--- src/rtl/seg_pkg.sv ---
// Shared types and constants for the seven-segment adder display path.
//
// Contents:
//   state_t / ST_*  - controller states (IDLE, CONV, DONE)
//   bcd_t           - one BCD digit (4 bits)
//   SEG_TABLE       - digit-to-segment patterns, bit0 = a ... bit6 = g, active-high
//   SEG_BLANK       - all segments off
//   seg_encode()    - table lookup; non-decimal codes map to blank
//   pow10()         - elaboration-time helper for sizing checks
package seg_pkg;

    typedef logic [1:0] state_t;
    localparam state_t ST_IDLE = 2'd0;
    localparam state_t ST_CONV = 2'd1;
    localparam state_t ST_DONE = 2'd2;

    typedef logic [3:0] bcd_t;

    localparam logic [6:0] SEG_BLANK = 7'b0000000;

    localparam logic [6:0] SEG_TABLE [10] = '{
        7'b0111111, 7'b0000110, 7'b1011011, 7'b1001111, 7'b1100110,
        7'b1101101, 7'b1111101, 7'b0000111, 7'b1111111, 7'b1101111
    };

    function automatic logic [6:0] seg_encode(input bcd_t d);
        logic [6:0] code;
        code = SEG_BLANK;
        if (d <= 4'd9) begin
            code = SEG_TABLE[d];
        end
        return code;
    endfunction

    function automatic logic [63:0] pow10(input int n);
        logic [63:0] r;
        r = 64'd1;
        for (int i = 0; i < n; i++) begin
            r = r * 64'd10;
        end
        return r;
    endfunction

endpackage

--- src/rtl/bin2bcd_seq.sv ---
// Iterative double-dabble binary-to-BCD converter, one iteration per cycle.
//
// Ports:
//   clk, rst  - clock, synchronous active-high reset
//   start     - load bin and begin conversion (ignored while busy)
//   bin       - BIN_W-bit unsigned input
//   busy      - conversion in progress
//   done      - one-cycle pulse when bcd holds the finished result
//   bcd       - NUM_DIGITS packed BCD digits, digit 0 in bits [3:0]
//
// A conversion takes exactly BIN_W iterations; done rises on the edge that
// performs the last one.
module bin2bcd_seq
    import seg_pkg::*;
#(
    parameter int BIN_W      = 9,
    parameter int NUM_DIGITS = 3
) (
    input  logic                    clk,
    input  logic                    rst,
    input  logic                    start,
    input  logic [BIN_W-1:0]        bin,
    output logic                    busy,
    output logic                    done,
    output logic [4*NUM_DIGITS-1:0] bcd
);

    localparam int BCD_W  = 4 * NUM_DIGITS;
    localparam int ITER_W = (BIN_W > 1) ? $clog2(BIN_W) : 1;

    logic [BIN_W-1:0]       bin_reg;
    logic [BCD_W-1:0]       bcd_reg;
    logic [ITER_W-1:0]      iter_reg;
    logic                   busy_reg;
    logic                   done_reg;
    logic [BCD_W-1:0]       bcd_adj;
    logic [BCD_W+BIN_W-1:0] shifted;

    // Add 3 to every digit that is 5 or more before the shift doubles it.
    genvar gi;
    generate
        for (gi = 0; gi < NUM_DIGITS; gi++) begin : g_adj
            bcd_t dig;
            assign dig = bcd_reg[gi*4 +: 4];
            assign bcd_adj[gi*4 +: 4] = (dig >= 4'd5) ? dig + 4'd3 : dig;
        end
    endgenerate

    assign shifted = {bcd_adj, bin_reg} << 1;

    always_ff @(posedge clk) begin
        if (rst) begin
            bin_reg  <= '0;
            bcd_reg  <= '0;
            iter_reg <= '0;
            busy_reg <= 1'b0;
            done_reg <= 1'b0;
        end else begin
            done_reg <= 1'b0;
            if (start && !busy_reg) begin
                bin_reg  <= bin;
                bcd_reg  <= '0;
                iter_reg <= '0;
                busy_reg <= 1'b1;
            end else if (busy_reg) begin
                bcd_reg  <= shifted[BCD_W+BIN_W-1:BIN_W];
                bin_reg  <= shifted[BIN_W-1:0];
                iter_reg <= iter_reg + ITER_W'(1);
                if (iter_reg == ITER_W'(BIN_W - 1)) begin
                    busy_reg <= 1'b0;
                    done_reg <= 1'b1;
                end
            end
        end
    end

    assign busy = busy_reg;
    assign done = done_reg;
    assign bcd  = bcd_reg;

endmodule

--- src/rtl/seg_adder_scan.sv ---
// Registered, handshaked adder driving a time-multiplexed seven-segment display.
//
// Ports:
//   clk, rst        - clock, synchronous active-high reset
//   in_valid/ready  - operand handshake; a transfer happens when both are high
//   a, b            - unsigned DATA_WIDTH-bit operands
//   done            - one-cycle pulse when a new result is loaded for display
//   led_carry       - bit DATA_WIDTH of the latest sum
//   seg             - segment pattern of the scanned digit (bit0 = a)
//   an              - one-hot digit enable, bit0 = least-significant digit
//
// Optional feature macro SEG_BLANK_LZ_EN: when defined, digits above the most
// significant non-zero digit are blanked (digit 0 always shown).
module seg_adder_scan
    import seg_pkg::*;
#(
    parameter int DATA_WIDTH = 8,
    parameter int SEG_WIDTH  = 7,
    parameter int NUM_DIGITS = 3,
    parameter int SCAN_DIV   = 1000
) (
    input  logic                  clk,
    input  logic                  rst,
    input  logic                  in_valid,
    output logic                  in_ready,
    input  logic [DATA_WIDTH-1:0] a,
    input  logic [DATA_WIDTH-1:0] b,
    output logic                  done,
    output logic                  led_carry,
    output logic [SEG_WIDTH-1:0]  seg,
    output logic [NUM_DIGITS-1:0] an
);

    localparam int SUM_W = DATA_WIDTH + 1;
    localparam int BCD_W = 4 * NUM_DIGITS;
    localparam int CNT_W = (SCAN_DIV > 1) ? $clog2(SCAN_DIV) : 1;
    localparam int IDX_W = (NUM_DIGITS > 1) ? $clog2(NUM_DIGITS) : 1;

    generate
        if (pow10(NUM_DIGITS) <= ((64'd1 << SUM_W) - 64'd1)) begin : g_bad_digits
            $error("NUM_DIGITS too small for the largest sum");
        end
        if (SCAN_DIV < 1) begin : g_bad_div
            $error("SCAN_DIV must be at least 1");
        end
    endgenerate

    // ---------------- adder and controller ----------------
    logic [SUM_W-1:0] sum;
    logic             accept;
    state_t           state_reg;
    logic             carry_pend_reg;
    logic             led_carry_reg;
    logic [BCD_W-1:0] disp_reg;
    logic             conv_busy;
    logic             conv_done;
    logic [BCD_W-1:0] conv_bcd;

    assign sum      = SUM_W'(a) + SUM_W'(b);
    assign in_ready = (state_reg != ST_CONV);
    assign accept   = in_valid && in_ready;
    assign done     = (state_reg == ST_DONE);

    bin2bcd_seq #(
        .BIN_W      (SUM_W),
        .NUM_DIGITS (NUM_DIGITS)
    ) u_bin2bcd (
        .clk   (clk),
        .rst   (rst),
        .start (accept),
        .bin   (sum),
        .busy  (conv_busy),
        .done  (conv_done),
        .bcd   (conv_bcd)
    );

    always_ff @(posedge clk) begin
        if (rst) begin
            state_reg      <= ST_IDLE;
            carry_pend_reg <= 1'b0;
            led_carry_reg  <= 1'b0;
            disp_reg       <= '0;
        end else begin
            case (state_reg)
                ST_IDLE: begin
                    if (accept) begin
                        carry_pend_reg <= sum[SUM_W-1];
                        state_reg      <= ST_CONV;
                    end
                end
                ST_CONV: begin
                    if (conv_done && !conv_busy) begin
                        disp_reg      <= conv_bcd;
                        led_carry_reg <= carry_pend_reg;
                        state_reg     <= ST_DONE;
                    end
                end
                ST_DONE: begin
                    if (accept) begin
                        carry_pend_reg <= sum[SUM_W-1];
                        state_reg      <= ST_CONV;
                    end else begin
                        state_reg <= ST_IDLE;
                    end
                end
                default: state_reg <= ST_IDLE;
            endcase
        end
    end

    assign led_carry = led_carry_reg;

    // ---------------- per-digit segment codes ----------------
    logic [6:0] digit_code [NUM_DIGITS];

`ifdef SEG_BLANK_LZ_EN
    // zero_from[i]: digits i..NUM_DIGITS-1 are all zero.
    logic [NUM_DIGITS:1] zero_from;
    assign zero_from[NUM_DIGITS] = 1'b1;
`endif

    genvar gi;
    generate
        for (gi = 0; gi < NUM_DIGITS; gi++) begin : g_digit
            bcd_t dig;
            assign dig = disp_reg[gi*4 +: 4];
`ifdef SEG_BLANK_LZ_EN
            if (gi == 0) begin : g_lsd
                assign digit_code[gi] = seg_encode(dig);
            end else begin : g_upper
                if (gi < NUM_DIGITS) begin : g_zero
                    assign zero_from[gi] = (dig == 4'd0) && zero_from[gi+1];
                end
                assign digit_code[gi] = zero_from[gi] ? SEG_BLANK : seg_encode(dig);
            end
`else
            assign digit_code[gi] = seg_encode(dig);
`endif
        end
    endgenerate

    // ---------------- scan engine ----------------
    logic [CNT_W-1:0]      scan_cnt_reg;
    logic [IDX_W-1:0]      idx_reg;
    logic [IDX_W-1:0]      idx_next;
    logic                  scan_wrap;
    logic [SEG_WIDTH-1:0]  seg_reg;
    logic [NUM_DIGITS-1:0] an_reg;

    assign scan_wrap = (scan_cnt_reg == CNT_W'(SCAN_DIV - 1));

    always_comb begin
        idx_next = idx_reg;
        if (scan_wrap) begin
            idx_next = (idx_reg == IDX_W'(NUM_DIGITS - 1)) ? '0 : idx_reg + IDX_W'(1);
        end
    end

    // seg and an are both computed from idx_next so they switch together.
    always_ff @(posedge clk) begin
        if (rst) begin
            scan_cnt_reg <= '0;
            idx_reg      <= '0;
            an_reg       <= NUM_DIGITS'(1);
            seg_reg      <= SEG_WIDTH'(SEG_TABLE[0]);
        end else begin
            scan_cnt_reg <= scan_wrap ? '0 : scan_cnt_reg + CNT_W'(1);
            idx_reg      <= idx_next;
            an_reg       <= NUM_DIGITS'(1) << idx_next;
            seg_reg      <= SEG_WIDTH'(digit_code[idx_next]);
        end
    end

    assign seg = seg_reg;
    assign an  = an_reg;

endmodule

--- config.mk ---
export PLATFORM = sky130hd
export DESIGN_NAME = seg_adder_scan
export DESIGN_NICKNAME = d
export VERILOG_FILES = /design/src/rtl/seg_pkg.sv /design/src/rtl/bin2bcd_seq.sv /design/src/rtl/seg_adder_scan.sv
export SDC_FILE = /design/constraint.sdc
export NUM_CORES = 1
export LEC_CHECK = 0
export ABC_AREA = 1
export CAP_MARGIN = 15
export CORE_UTILIZATION = 30
export DETAILED_ROUTE_END_ITERATION = 6
export GPL_TIMING_DRIVEN = 0
export PLACE_DENSITY = 0.44
export SYNTH_ARGS = -nofsm -noshare
export SYNTH_HDL_FRONTEND = slang
export SYNTH_HIERARCHICAL = 1
export SYNTH_SLANG_ARGS = --single-unit
--- constraint.sdc ---
create_clock -name clk -period 1.7 [get_ports clk]
set_input_delay 0.17 -clock clk [delete_from_list [all_inputs] [get_ports clk]]
set_output_delay 0.17 -clock clk [all_outputs]
set_load 0.005 [all_outputs]
* Word-level counts from Yosys, hierarchy flattened
Memories as Yosys holds them, arrays and structs flattened.
Index checks and enable logic that the tools add are counted.
Widths: inputs -> output; s select.
** Word-level totals
- Memories kept :: 3
- Logic and storage cells :: 87
- Flip-flop bits (word level) :: 65
- Bits in read-only memories :: 336
** Operators by class
- Equality and inequality tests :: 8
- Add/subtract/negate cells :: 7
- $lt $le $gt $ge :: 10
- Mux-type cells :: 27
- Bitwise gates (word level) :: 5
- Shifts and indexed selects :: 1
- Reductions and logical operators :: 13
** Memories
- (no name shown) :: words 16, bits a word 7, read ports 1, clocked after memory_dff 0, write ports 0, RTL line seg_pkg.sv:30 : code = SEG_TABLE[d];
- (no name shown) :: words 16, bits a word 7, read ports 1, clocked after memory_dff 0, write ports 0, RTL line seg_pkg.sv:30
- (no name shown) :: words 16, bits a word 7, read ports 1, clocked after memory_dff 0, write ports 0, RTL line seg_pkg.sv:30
** Operator list (number)
- $mux 7 :: 11
- $mux 9 :: 2
- $ge 5x5->1 const B :: 3
- $not 4->5 :: 3
- $bmux 7 s2 :: 1
- $ge 4x3->1 const B :: 3
- $le 4x4->1 const B :: 3
- $add 10x1->10 const B :: 1
- $eq 10x10->1 const B :: 1
- $add 8x8->9 :: 1
- $add 4x2->4 const B :: 2
- $mux 2 :: 4
- $mux 4 :: 2
- $pmux 2 s3 :: 1
- $reduce_and 2->1 :: 3
- $reduce_or 2->1 :: 3
- $mux 1 :: 5
- $add 4x1->4 const B :: 1
- $eq 2x2->1 const B :: 2
- $eq 4x4->1 const B :: 1
- $ne 2x1->1 const B :: 2
- $add 3x2->3 const B :: 1
- $ge 3x3->1 const B :: 1
- $logic_and 1x1->1 :: 3
- other kinds (11) :: 11

* Depth between registers and ports, before layout
Gate-level depths: netlist of run 1.
- Depth after elaboration :: 8
- Depth in mapped cells :: 13
- Depth with buffers taken out :: 12

* By module
The synthesis of run 1 kept the hierarchy.
** Modules (own cells, without submodules)
- seg_adder_scan :: area an instance 2449.8 um^2, times used 1, sequential area each 760.7 um^2, cells an instance 353
- bin2bcd_seq :: area an instance 1458.9 um^2, times used 1, sequential area each 540.5 um^2, cells an instance 211

* Least setup slack after synthesis of run 1
No wires, ideal clock.
- Path kind :: register -> register
- From :: register disp_reg[8]
- To :: register seg_reg[1], in the netlist seg[1]
- Buffers on the path :: 0
- Slack :: 181 ps
- Stages on the path, launching flop included :: 12
- Clock period less this slack :: 1519 ps
- Data arrival time :: 1410 ps
- Cells stage by stage :: dfxtp_1 > inv_1 > ha_1 > or2_2 > nand2_1 > nand2_1 > inv_1 > a21oi_1 > nand2_1 > nand2_1 > nand2_1 > inv_1
** Between the ends
- Cells in the longest elaborated chain, start to end :: 8
** Ends and longest elaborated chain
- start: declaration :: RTL line seg_adder_scan.sv:54 : logic [BCD_W-1:0] disp_reg;
- start signal: assignment :: RTL line seg_adder_scan.sv:93 : disp_reg <= conv_bcd;
- $not 4->5 (implied by the code) :: RTL line seg_pkg.sv:30
- $mem_v2 16x7
- $mux 7 (implied by the code) (2 in series) :: RTL line seg_pkg.sv:30
- $mux 7 * :: RTL line seg_pkg.sv:29 : if (d <= 4'd9) begin
- $bmux 7 s2 * :: RTL line seg_adder_scan.sv:170 : seg_reg <= SEG_WIDTH'(digit_code[idx_next]);
- $mux 7 (implied by the code) * (2 in series) :: RTL line seg_adder_scan.sv:170
- end signal: assignment :: RTL line seg_adder_scan.sv:165 : seg_reg <= SEG_WIDTH'(SEG_TABLE[0]);
- end signal: assignment :: RTL line seg_adder_scan.sv:170
- end: declaration :: RTL line seg_adder_scan.sv:147 : logic [SEG_WIDTH-1:0] seg_reg;
Mark *: on every way between the ends. The rest lies on a longest branch, timed or not. The select of a mux whose other input is x is not followed.
A chain may end at the register's enable or synchronous reset.

* Final worst setup path of run 1
- From :: input a[0]
- To :: register u_bin2bcd.bin_reg[6]
** Between the ends
- Cells in the longest elaborated chain, start to end :: 2
** Ends and longest elaborated chain
- start: declaration :: RTL line seg_adder_scan.sv:26 : input logic [DATA_WIDTH-1:0] a,
- $add 8x8->9 :: RTL line seg_adder_scan.sv:59 : assign sum = SUM_W'(a) + SUM_W'(b);
- via sum[6] :: RTL line seg_adder_scan.sv:49 : logic [SUM_W-1:0] sum;
- $mux 9 :: RTL line bin2bcd_seq.sv:60 : if (start && !busy_reg) begin
- end signal: assignment :: RTL line bin2bcd_seq.sv:61 : bin_reg <= bin;
- end signal: assignment :: RTL line bin2bcd_seq.sv:67 : bin_reg <= shifted[BIN_W-1:0];
- end: declaration :: RTL line bin2bcd_seq.sv:31 : logic [BIN_W-1:0] bin_reg;
The timed path passes the listed nets, and every way through them passes these cells.

==> flow_metrics.py, run 1 <==
metrics = {
    "run_status": {
        "outcome": "finished, final reports clean",
    },
    "detailed_routing": {
        "vias_per_cell": 4.429,
        "drc": 0,
        "firstDrtPassIters": 4,
        "post_drt_wl_per_cell_um": 11.32,
        "final_antenna_net_count": 0,
        "initialDrtViolationCount": 169,
        "vias": 3477,
        "drt_wl_total_um": 8886,
    },
    "yosys": {
        "syn_area_per_cell_um2": 6.930,
        "ys_seq_area_share_pct": 33.29,
        "synth.area.top_cells": "dfxtp_1, nand2_1, ha_1, inv_1, nand3_1",
        "synth_top_area_cell": "dfxtp_1",
        "ys_types": 35,
        "synth_nets": 617,
        "synth_edf_count": 0,
        "synth-seq-cells": 65,
        "netlist_instances": 564,
        "async_flop_share_pct": 0,
        "ys.flop_type": "dfxtp_1",
        "syn_area_mm2": 0.003909,
        "synth_top_area_share_pct": 33.29,
        "synth-warning-count": 6,
    },
    "placed_design": {
        "place_congestion": 0.8194,
        "portBuffers": 31,
        "placed_area_mm2": 0.004434,
        "hpwl_um": 6887,
    },
    "clock_network": {
        "clk_pin_slew_worst_paths_ns": 0.05,
        "clk_latency_ns": 0.34,
        "root_buffer": "clkbuf_16",
        "clkSinkCount": 65,
        "cts_tree": "done",
        "cts_made_buffers": 9,
        "cts_buffer_depth": 2,
        "h-tree-depth": 3,
    },
    "grt": {
        "grt_max_degree": 11,
        "grt.overflow.total": 0,
        "track_usage_pct": 14.95,
        "grt_pass1_vias": 3343,
        "grt_pass1_wl_um": 15360,
        "antenna_found_initial": 0,
    },
    "pwr": {
        "p_sw_w": 0.0009530,
        "peakVddDrop_mv": 0.7416,
        "p_leak_nw": 2.230,
        "power_frac_comb_pct": 12.5,
        "power.density_mw_per_mm2": 790.1,
        "p_sw_share_pct": 25.15,
        "total_power_w": 0.003789,
        "p_seq_share_pct": 42.5,
        "power.internal_w": 0.002836,
        "clkPwrFrac_pct": 45.0,
    },
    "timing": {
        "fin_crit_ns": 1.653,
        "period_share_pct": 97.26,
        "finalHoldViolations": 0,
        "fmax_ghz": 0.6048,
        "finClkSkew_ns": 0.009259,
        "worstMarginPinSlew_ns": 0.6345,
        "slew_headroom_pct": 57.63,
        "slew_viol_final": 0,
        "setup_viol": 0,
    },
    "worst_setup_path": {
        "cp_max_fo": 3,
        "cp.required_ns": 1.93,
        "start_kind": "input pin",
        "cp_data_arrival_time_ns": 1.89,
        "path_class": "input pin to flip-flop",
        "startpoint": "a[0]",
        "max_stage_delay_ns": 0.40,
        "critPathSlowestCell": "clkdlybuf4s50_1",
        "regToRegStartpoint": "disp_reg[8]$_SDFFE_PP0P_",
        "end_kind": "flip-flop",
        "crit_chain": "clkdlybuf4s50_1 > ha_1 > fa_2 > nand3_1 > nand2_2 > nand2_1 > nand2_1 > xor2_1 > nand2_1 > o211ai_2 > nand2_1 > inv_1",
        "path_common_cell": "nand2_1",
    },
    "flow_run": {
        "cap_viol_max_count": 0,
    },
    "cells_and_area": {
        "drive_above_1_share_pct": 11.75,
        "num_antenna_cells": 0,
        "num-fill-cells": 1361,
        "stdcell_area_mm2": 0.004796,
        "nNetsFinal": 661,
        "syn_to_final_growth_pct": 22.70,
    },
    "floorplan": {
        "initial_core_util_pct": 30.85,
        "coreArea_mm2": 0.01267,
        "core.rowCount": 41,
        "io_pins": 32,
        "die_area_mm2": 0.01349,
        "die_y_um": 116.1,
        "die_w_um": 116.1,
    },
    "min_path": {
        "hold_class": "input pin to flip-flop",
        "min_from": "rst",
    },
}
-- metal layers --
| metal | vias to the layer above | routed length (um) | global-route usage (%) |
|---|---|---|---|
| li1 | 1880 | - | - |
| met1 | 1540 | 4211 | 17.68 |
| met2 | 43 | 4180 | 25.16 |
| met3 | 14 | 279 | 4.774 |
| met4 | 0 | 215 | 5.897 |
| met5 | - | 0 | 0 |
-- timing repair --
item | 4_1_cts | 5_1_grt
endpoints found under the setup margin | 3 | 36
setup buffers | 0 | 2
resized for setup | 2 | 26
pin swaps | 0 | 4
hold buffers | 0 | 0
-- stage by stage --
| stage | cells | setup TNS, ns | hold WS [ns] | utilization (%) | worst slack (ns) |
|---|---|---|---|---|---|
| finish | 785 | 0 | 0.3947 | 37.85 | 0.04654 |
| global route | 785 | -0.008449 | 0.4342 | 37.85 | -0.008449 |
| CTS | 783 | 0 | 0.4621 | 37.20 | 0.003659 |
| detailed placement | 767 | -7.945 | 0.4501 | 35.00 | -0.3701 |
| global placement | 767 | -9.460 | 0.4391 | 35.00 | -0.3663 |
| floorplan | 564 | 0 | 0.2391 | - | 0.1810 |
-- layout by cell type, fill, tap and decap left out, types with 6 or more instances in the layout --
cell type	n
clkdlybuf4s50_1	26
nand2_1	137
nand3_1	45
inv_2	11
clkbuf_16	9
a21oi_1	35
nor2_1	52
ha_1	32
nand2_2	9
xor2_1	6
dfxtp_1	63
o21ai_0	30
inv_1	80
-- worst max-delay path, delay by kind of cell --
kind                     cells  cell delay, ns
adder cells (fa/ha/maj)      2            0.58
AND/OR/NAND/NOR              6            0.45
buffers and inverters        2            0.44
XOR/XNOR                     1            0.15
AO/OA/AOI/OAI                1            0.08
-- Yosys cell counts, types with 6 or more instances --
cell type,number
nand3_1,45
o21ai_0,31
xor2_1,6
inv_1,84
nand2_1,141
a21oi_1,37
ha_1,33
inv_2,8
dfxtp_1,65
nor2_1,54
-- final timing paths --
kind	end	slack, ns	cells after the start
min reg2reg	scan_cnt_reg[0]$_SDFF_PP0_	0.42	1
max	u_bin2bcd/bin_reg[6]$_SDFFE_PP0P_	0.05	12
max reg2reg	seg[1]$_SDFF_PP1_	0.12	11
min	state_reg[1]$_SDFFE_PP0P_	0.39	2
-- cell type report --
cell class	count	area (um^2)	share of cell area, %
sequential	65	1304	27.18
tap	172	215.2	4.487
multi-input combinational	396	2228	46.46
clock buffer	13	260.3	5.427
clock inverter	3	15.01	0.3131
buffer	10	81.33	1.696
timing repair buffer	33	337.8	7.044
inverter	93	354.1	7.383
-- kinds of logic after synthesis --
logic type,Yosys count,synth area share [%]
and+or+nand+nor,271,30.92
buffers and inverters,103,11.04
AOI/OAI and AO/OA,85,12.32
DFF,65,33.29
adders and majority gates,34,11.08
xor gates and xnor gates,6,1.344
-- power groups by stage --
stage	combinational, W	clock (W)	sequential [W]
2_1_floorplan	0.000320	0	0.00163
3_3_place_gp	0.000457	0	0.00164
3_5_place_dp	0.000458	0	0.00164
4_1_cts	0.000462	0.00178	0.00161
5_1_grt	0.000546	0.00185	0.00162
6_report	0.000475	0.00171	0.00161
Note: power is estimated with default switching activity, not from simulation.
==> inputs of run 2 (changes only) <==
--- a/config.mk
+++ b/config.mk
@@ -7,10 +7,10 @@
 export LEC_CHECK = 0
 export ABC_AREA = 1
 export CAP_MARGIN = 15
-export CORE_UTILIZATION = 30
+export CORE_UTILIZATION = 35
 export DETAILED_ROUTE_END_ITERATION = 6
 export GPL_TIMING_DRIVEN = 0
-export PLACE_DENSITY = 0.44
+export PLACE_DENSITY = 0.5
 export SYNTH_ARGS = -nofsm -noshare
 export SYNTH_HDL_FRONTEND = slang
 export SYNTH_HIERARCHICAL = 1
==> run 2 against run 1 <==
  * Register-to-register slack barely moved
  * Largest power group is now sequential cells
  * Critical path type unchanged
  * Combinational power fell by 2%
  * Routed wire length fell by 1.5%
  * Largest cell class unchanged
  * Core utilization rose by 5.5 points
  * Critical path depth fell by 7
==> flow_metrics.py, run 2 (synthesis results as in run 1) <==
metrics = {
    "floorplan": {
        "io_pins": 32,
        "initial_core_util_pct": 36.06,
        "die_area_mm2": 0.01160,
        "core.rowCount": 38,
        "coreArea_mm2": 0.01084,
        "die_y_um": 107.7,
        "die_w_um": 107.7,
    },
    "worst_setup_path": {
        "startpoint": "rst",
        "regToRegStartpoint": "scan_cnt_reg[0]$_SDFF_PP0_",
        "cp.required_ns": 1.99,
        "cp_data_arrival_time_ns": 1.89,
        "end_kind": "flip-flop",
        "cp_max_fo": 10,
        "start_kind": "input pin",
        "path_class": "input pin to flip-flop",
    },
    "pwr": {
        "power.internal_w": 0.002676,
        "total_power_w": 0.003597,
        "peakVddDrop_mv": 0.4418,
        "p_seq_share_pct": 44.6,
        "p_sw_w": 0.0009208,
        "p_sw_share_pct": 25.60,
        "power.density_mw_per_mm2": 764.8,
        "clkPwrFrac_pct": 42.5,
        "power_frac_comb_pct": 12.9,
        "p_leak_nw": 2.177,
    },
    "timing": {
        "finalHoldViolations": 0,
        "slew_viol_final": 0,
        "fin_crit_ns": 1.603,
        "fmax_ghz": 0.6238,
        "setup_tns_ns": 0,
        "worstMarginPinSlew_ns": 0.6342,
        "period_share_pct": 94.30,
        "grt_setup_unrepaired": "yes",
        "slew_headroom_pct": 57.59,
        "finClkSkew_ns": 0.007613,
        "setup_viol": 0,
        "whs_ns": 0.4183,
        "setup_ws_ns": 0.09694,
    },
    "run_status": {
        "outcome": "finished, final reports clean",
    },
    "grt": {
        "track_usage_pct": 16.45,
        "grt_pass1_vias": 3309,
        "grt.overflow.total": 0,
        "grt_pass1_wl_um": 14880,
        "grt_max_degree": 12,
        "antenna_found_initial": 0,
    },
    "flow_run": {
        "cap_viol_max_count": 0,
    },
    "cells_and_area": {
        "multi_input_area_mm2": 0.002215,
        "stdcell_area_mm2": 0.004703,
        "layout_common_cells": "nand2_1, inv_1, dfxtp_1",
        "drive_above_1_share_pct": 11.54,
        "num-fill-cells": 1169,
        "layout_commonest_cell": "nand2_1",
        "num_antenna_cells": 0,
        "nNetsFinal": 663,
        "seqCellArea_mm2": 0.001306,
        "syn_to_final_growth_pct": 20.33,
    },
    "placed_design": {
        "place_congestion": 0.8041,
        "placed_area_mm2": 0.004394,
        "portBuffers": 31,
        "hpwl_um": 6635,
        "dp_slack_ns": -0.3673,
    },
    "detailed_routing": {
        "vias": 3507,
        "post_drt_wl_per_cell_um": 11.59,
        "initialDrtViolationCount": 186,
        "drt_wl_total_um": 8751,
        "firstDrtPassIters": 4,
        "drc": 0,
        "final_antenna_net_count": 0,
        "vias_per_cell": 4.645,
    },
    "clock_network": {
        "cts_tree": "done",
        "cts_buffer_depth": 2,
        "holdBufCountCts": 0,
        "h-tree-depth": 3,
        "cts_made_buffers": 9,
        "clk_pin_slew_worst_paths_ns": 0.07,
        "clkSinkCount": 65,
        "root_buffer": "clkbuf_8",
        "clk_latency_ns": 0.35,
    },
    "min_path": {
        "min_from": "scan_cnt_reg[0]$_SDFF_PP0_",
        "hold_class": "flip-flop to flip-flop",
    },
}
## run 2: layer usage
layer / vias up / routed length [um] / global-route usage [%] / share of wire (%)
met4: 0 / 142 / 5.871 / 1.6
met3: 12 / 213 / 4.479 / 2.4
met1: 1571 / 4266 / 19.71 / 49
li1: 1885 / - / - / -
met5: - / 0 / 0 / 0
met2: 39 / 4128 / 28.02 / 47
## run 2: worst max-delay path, cell delays in order
cell             delay (ns)
clkdlybuf4s50_1        0.74
inv_2                  0.34
clkbuf_1               0.30
o21ai_0                0.19
a21oi_1                0.14
## run 2: area by class of cell
class	count	area share (%)
buffer	10	1.703
clock inverter	4	1.596
clock buffer	12	3.299
sequential	65	27.77
timing repair buffer	35	7.342
multi-input combinational	396	47.09
inverter	93	7.475
tap	140	3.724
## run 2: worst paths after layout
| kind | endpoint | cells after the start | slack, ns |
|---|---|---|---|
| max reg2reg | seg[2]$_SDFF_PP1_ | 10 | 0.12 |
| max | disp_reg[4]$_SDFFE_PP0P_ | 5 | 0.1 |
| min reg2reg | scan_cnt_reg[0]$_SDFF_PP0_ | 1 | 0.42 |
| min | scan_cnt_reg[0]$_SDFF_PP0_ | 1 | 0.42 |
## run 2: power groups by stage
stage	Sequential, W	Combinational, W	Clock [W]
2_1_floorplan	0.00163	0.000320	0
3_3_place_gp	0.00164	0.000451	0
3_5_place_dp	0.00164	0.000452	0
4_1_cts	0.00160	0.000456	0.00158
5_1_grt	0.00161	0.000523	0.00164
6_report	0.00160	0.000465	0.00153
## run 2: through the flow
stage	utilization (%)	instances
2_1_floorplan	-	564
3_3_place_gp	40.54	735
3_5_place_dp	40.54	735
4_1_cts	42.67	751
5_1_grt	43.39	755
6_report	43.39	755
## run 2: repair_timing
action / in CTS / in global routing
gates cloned: 0 / 0
buffers inserted: 0 / 4
setup endpoints to repair: 3 / 29
gates resized for setup: 1 / 17
pin swaps: 0 / 3
